## config.mk

```make
export PLATFORM = sky130hd
export DESIGN_NAME = board_ctrl
export DESIGN_NICKNAME = d
export VERILOG_FILES = /design/src/rtl/tictactoe_pkg.sv /design/src/rtl/board_ctrl_move_legal.sv /design/src/rtl/board_ctrl.sv
export SDC_FILE = /design/constraint.sdc
export NUM_CORES = 1
export LEC_CHECK = 0
export CORE_MARGIN = 2
export CORE_UTILIZATION = 45
export CTS_BUF_LIST = sky130_fd_sc_hd__clkbuf_4
export CTS_CLUSTER_DIAMETER = 200
export DETAILED_ROUTE_END_ITERATION = 12
export PLACE_DENSITY = 0.89
export SLEW_MARGIN = 5
export SYNTH_ARGS = -nofsm -noshare
export SYNTH_HDL_FRONTEND = slang
export SYNTH_SLANG_ARGS = --single-unit
```

## constraint.sdc

```tcl
create_clock -name clk -period 1.6 [get_ports clk]
set_input_delay 0.32 -clock clk [delete_from_list [all_inputs] [get_ports clk]]
set_output_delay 0.32 -clock clk [all_outputs]
set_load 0.02 [all_outputs]
```

## src/rtl/tictactoe_pkg.sv

```systemverilog
// Shared types, board geometry and small helpers for the tic-tac-toe move sequencer.
// Cell i of the board lives at bits [2i+1:2i].
package tictactoe_pkg;

  typedef enum logic [1:0] {EMPTY = 2'b00, PX = 2'b01, PO = 2'b10} cell_t;
  typedef enum logic [1:0] {NONE = 2'b00, X_WIN = 2'b01, O_WIN = 2'b10, DRAW = 2'b11} result_t;
  typedef enum logic [1:0] {S_PLAY, S_CHECK, S_DONE} state_t;

  localparam int NUM_CELLS = 9;
  localparam int BOARD_W   = 18;

  function automatic logic [1:0] other_player(input logic [1:0] p);
    return (p == PX) ? PO : PX;
  endfunction

  function automatic logic [3:0] count_filled(input logic [BOARD_W-1:0] b);
    logic [3:0] n;
    n = 4'd0;
    for (int i = 0; i < NUM_CELLS; i++)
      if (b[2*i +: 2] != EMPTY) n = n + 4'd1;
    return n;
  endfunction

  function automatic logic has_bad_cell(input logic [BOARD_W-1:0] b);
    logic bad;
    bad = 1'b0;
    for (int i = 0; i < NUM_CELLS; i++)
      if (b[2*i +: 2] == 2'b11) bad = 1'b1;
    return bad;
  endfunction

endpackage

```

## src/rtl/board_ctrl_move_legal.sv

```systemverilog
// Combinational move legality: target must be 0..8 and currently empty.
// wr_mask is one-hot on the target cell whenever the index is in range.
module move_legal
  import tictactoe_pkg::*;
(
  input  logic [BOARD_W-1:0]   g_board,
  input  logic [3:0]           move_cell,
  output logic                 legal,
  output logic [NUM_CELLS-1:0] wr_mask
);

  always_comb begin
    legal   = 1'b0;
    wr_mask = '0;
    for (int i = 0; i < NUM_CELLS; i++) begin
      if (move_cell == 4'(i)) begin
        wr_mask[i] = 1'b1;
        legal      = (g_board[2*i +: 2] == EMPTY);
      end
    end
  end

endmodule

```

## src/rtl/board_ctrl.sv

```systemverilog
// Move sequencer feeding the win detector: board visible 1 cycle after accept, result 2 cycles after.
// move_ready drops during the check cycle, once the game is over, and whenever new_game is high.
module board_ctrl
  import tictactoe_pkg::*;
#(
  parameter logic [1:0] FIRST_PLAYER = 2'b01,
  parameter bit         ALT_START    = 1'b1
) (
  input  logic               clk,
  input  logic               reset,
  input  logic               new_game,
  input  logic               move_valid,
  input  logic [3:0]         move_cell,
  output logic               move_ready,
  output logic               move_err,
  output logic [BOARD_W-1:0] g_board,
  output logic [1:0]         turn,
  output logic [3:0]         move_count,
  input  logic               game_is_done,
  input  logic [1:0]         winner_in,
  output logic               game_over,
  output logic [1:0]         result
);

  state_t                 state;
  logic [1:0]             start_pl;
  logic                   legal;
  logic [NUM_CELLS-1:0]   wr_mask;
  logic [BOARD_W-1:0]     board_nx;
  logic                   accept;

  move_legal u_legal (
    .g_board   (g_board),
    .move_cell (move_cell),
    .legal     (legal),
    .wr_mask   (wr_mask)
  );

  assign move_ready = (state == S_PLAY) && !new_game;
  assign accept     = move_valid && move_ready;

  always_comb begin
    board_nx = g_board;
    for (int i = 0; i < NUM_CELLS; i++)
      if (wr_mask[i]) board_nx[2*i +: 2] = turn;
  end

  always_ff @(posedge clk) begin
    if (!reset) begin
      g_board    <= '0;
      move_count <= 4'd0;
      turn       <= FIRST_PLAYER;
      start_pl   <= FIRST_PLAYER;
      result     <= NONE;
      game_over  <= 1'b0;
      move_err   <= 1'b0;
      state      <= S_PLAY;
    end else if (new_game) begin
      g_board    <= '0;
      move_count <= 4'd0;
      result     <= NONE;
      game_over  <= 1'b0;
      move_err   <= 1'b0;
      state      <= S_PLAY;
      if (ALT_START) begin
        start_pl <= other_player(start_pl);
        turn     <= other_player(start_pl);
      end else begin
        start_pl <= FIRST_PLAYER;
        turn     <= FIRST_PLAYER;
      end
    end else begin
      move_err <= 1'b0;
      case (state)
        S_PLAY: begin
          if (accept) begin
            if (legal) begin
              g_board <= board_nx;
              if (move_count < 4'd9) move_count <= move_count + 4'd1;
              state <= S_CHECK;
            end else begin
              move_err <= 1'b1;
            end
          end
        end
        S_CHECK: begin
          // A reserved winner code 11 is treated as no winner.
          if (game_is_done) begin
            result    <= (winner_in == DRAW) ? NONE : winner_in;
            turn      <= EMPTY;
            game_over <= 1'b1;
            state     <= S_DONE;
          end else if (move_count == 4'd9) begin
            result    <= DRAW;
            turn      <= EMPTY;
            game_over <= 1'b1;
            state     <= S_DONE;
          end else begin
            turn  <= other_player(turn);
            state <= S_PLAY;
          end
        end
        S_DONE:  ;
        default: state <= S_PLAY;
      endcase
    end
  end

  a_no_bad_cell: assert property (@(posedge clk) disable iff (!reset)
    !has_bad_cell(g_board));
  a_count_match: assert property (@(posedge clk) disable iff (!reset)
    count_filled(g_board) == move_count);
  a_winner_code: assert property (@(posedge clk) disable iff (!reset)
    (state == S_CHECK && game_is_done) |-> (winner_in != 2'b11));

endmodule

```

==> results by group <==
STA
  – Least-Margin Pin Slew: 414 ps
  – Final Hold Slack: 384 ps
  – Final min period: 1700 ps
  – Final Max Slew Viols: 0
  – Slew headroom: 72.2%
  – Tcrit/Tclk final: 106%
  – Final setup skew: 6.77 ps
  – Final Setup Violations: 17
  – Worst Slack Setup Final: -100 ps
  – Final hold violations: 0
  – Max Freq: 588 MHz
  – RSZ-0062 raised after global routing: yes

Floorplan
  – Starting density of the core: 46.1%
  – Core ar.: 3310 sq um
  – Rows: 21
  – Height of the die: 62.3 um
  – Die extent in x: 62.3 um
  – I/O pins: 40
  – Die ar.: 3880 sq um

Final layout
  – Number of diodes: 0
  – Share of cells above drive strength 1: 27.2%
  – Multi-input logic area: 940 sq um
  – Post-layout util: 69.3%
  – Layout fillers: 279
  – Nets: 249
  – FF/Latch Area: 642 sq um
  – Synth-to-Final Area Change: 50.1%
  – Finished layout cell area: 2290 sq um

Global routing
  – Vias in the first global route: 1,515
  – Total Routing Usage GR: 23.8%
  – Largest net degree at the start of global routing: 12
  – First-pass GRT wire length: 7130 um
  – Grt ovf: 0
  – Antenna violations before repair: 0

CTS
  – Clock Latency Late Sink: 340 ps
  – CTS Buf Count: 5
  – CTS Buffer Depth: 2
  – CTS tree: done
  – CTS Sinks: 32
  – H-tree depth: 2
  – # hold bufs at CTS: 0
  – CTS root buffer: clkbuf_4
  – Reg clk slew, reported paths: 100 ps

Pwr
  – Cell Pwr Density: 666 nW/um^2
  – Pleak: 1.07 nW
  – Seq pwr share: 53.4%
  – Clock share of power: 29.1%
  – Max VDD drop: 0.000546 V
  – Switching Fraction: 27.6%
  – Combinational share of power: 17.5%
  – Switching power: 0.421 mW
  – Int Pwr: 1.11 mW

Worst setup path
  – Crit start category: input pin
  – WS Path Type: input pin to register
  – Worst Path Arrival: 1990 ps
  – Kind of end point of the critical path: register
  – R2R cell count: 5
  – Worst Path Required: 1890 ps
  – R2R Path Start: state[1]
  – Reg-to-reg slack, setup: -90 ps
  – Crit path cell chain: dlygate4sd2_1, or4b_4, o41ai_4, a41oi_4, a21boi_4, buf_6, a31o_4
  – CP max-delay cell: or4b_4
  – Worst-path fanout max: 6
  – Critical path startpoint: move_cell[2]
  – Crit-path max cell delay: 600 ps

Detailed routing
  – Drt first-iter violations: 78
  – Detailed Routing Iterations Pass 1: 4
  – Routed via count: 1,550
  – Drt drc: 0
  – Routed length per placed instance: 15.6 um
  – Vias per cell: 5.52
  – Antenna Nets Post-Route: 0
  – DRT Wirelength: 4370 um

Placed design
  – IO Port Bufs: 39
  – RD Place Congestion: 0.879
  – Placed inst area: 2140 sq um
  – Dpl hpwl: 2920 um

Synthesis
  – Post-synthesis sequential area ratio: 41.9%
  – Library cells used by synthesis: 38
  – Net Count, Synth: 183
  – Mapped cell area: 1530 sq um
  – Avg Cell Area, Syn: 9.04 sq um
  – Top post-synthesis cells by count: dfxtp_1, nor2_1, a32o_1, inv_1, nand2_1
  – EDFF count, synth: 0
  – Syn Inst Count: 169
  – Top_reg_cell synth: dfxtp_1
  – Post-synth top area share: 41.9%
  – Yosys warning count: 0
  – Largest area contributor in the netlist: dfxtp_1
  – Synth top area cells: dfxtp_1, a32o_1, nor2_1
  – Ys async rst share: 0%
  – Count leader, synth: dfxtp_1
  – Synth Register Bits: 32

Worst hold path
  – Hold Crit Depth: 3
  – Hold Crit Start: move_valid
  – Hold WC Path Type: input pin to register

Run status
  – Violated checks: setup timing
  – Run status: finished with violations

Run
  – Max-Cap Viols: 0
==> worst max-delay path: cells and delay by family <==
kind / cells / cell delay, ps
buf+inv: 2 / 480
simple gates: 1 / 600
compound gates: 4 / 590
==> final timing paths <==
path | end
setup / recovery | g_board[4]
hold / removal | move_err
setup reg to reg | g_board[4]
hold reg to reg | start_pl[1]
==> per-stage QoR <==
step	setup slack [ps]	TNS (ps)	power [mW]	cells
finish	-100	-1210	1.53	281
floorplan	-55.2	-450	0.962	169
global placement	-653	-14110	1.07	271
CTS	-92.4	-1190	1.53	281
detailed placement	-724	-15420	1.07	271
global route	-141	-2080	1.60	281
==> cell usage in the layout (no fill, tap or decap), types with 4 or more instances in the layout <==
cell | netlist | routed
clkbuf_4 | 0 | 6
nand2_1 | 10 | 10
a31o_4 | 0 | 6
inv_1 | 10 | 10
buf_4 | 0 | 27
a21oi_1 | 7 | 5
nor2_1 | 19 | 18
nand3_1 | 6 | 5
a31oi_1 | 4 | 4
nand2b_1 | 5 | 5
a32o_1 | 10 | 9
dlygate4sd2_1 | 0 | 30
clkdlybuf4s50_1 | 0 | 4
o21ai_0 | 7 | 6
and2_1 | 9 | 9
dfxtp_1 | 32 | 31
==> area by class of cell <==
class	count	share of cell area, %
clock buffer	6	1.96
clock inverter	1	0.218
multi-input combinational	118	41.0
inverter	10	1.64
tap	46	2.51
sequential	32	28.0
timing repair buffer	68	24.7
==> sequential cells by signal (all words and copies together) (netlist names) <==
register,count
turn,2
g_board,18
result,2
move_count,4
state,2
start_pl,2
move_err,1
game_over,1
==> per-layer routing <==
metal / GRT usage, % / up-vias / share of wire (%)
met5: 0 / - / 0
met4: 13.3 / 0 / 2.5
met3: 5.98 / 12 / 5.1
met2: 42.0 / 46 / 53
met1: 26.1 / 750 / 40
li1: - / 742 / -
==> power groups by stage <==
stage          combinational [mW]  sequential [mW]  clock, mW
6_report                    0.268            0.815      0.444
5_1_grt                     0.284            0.818      0.496
4_1_cts                     0.255            0.815      0.455
3_5_place_dp                0.239            0.834          0
3_3_place_gp                0.233            0.833          0
2_1_floorplan               0.118            0.844          0
==> what timing repair did <==
| action | in CTS | in global routing |
|---|---|---|
| gates cloned | 1 | 0 |
| setup buffers | 2 | 0 |
| endpoints found under the hold margin | 0 | 0 |
| pin swaps | 6 | 2 |
| setup endpoints to repair | 49 | 22 |
| gates resized for setup | 57 | 13 |
==> logic make-up after synthesis <==
logic type / count (synthesis) / share of synthesized area, %
simple gates: 69 / 24.3
compound gates: 43 / 23.6
flops: 32 / 41.9
buf+inv: 19 / 5.73
mux: 3 / 1.97
fa+ha+maj: 3 / 2.46
(Power assumes the default switching activity.)
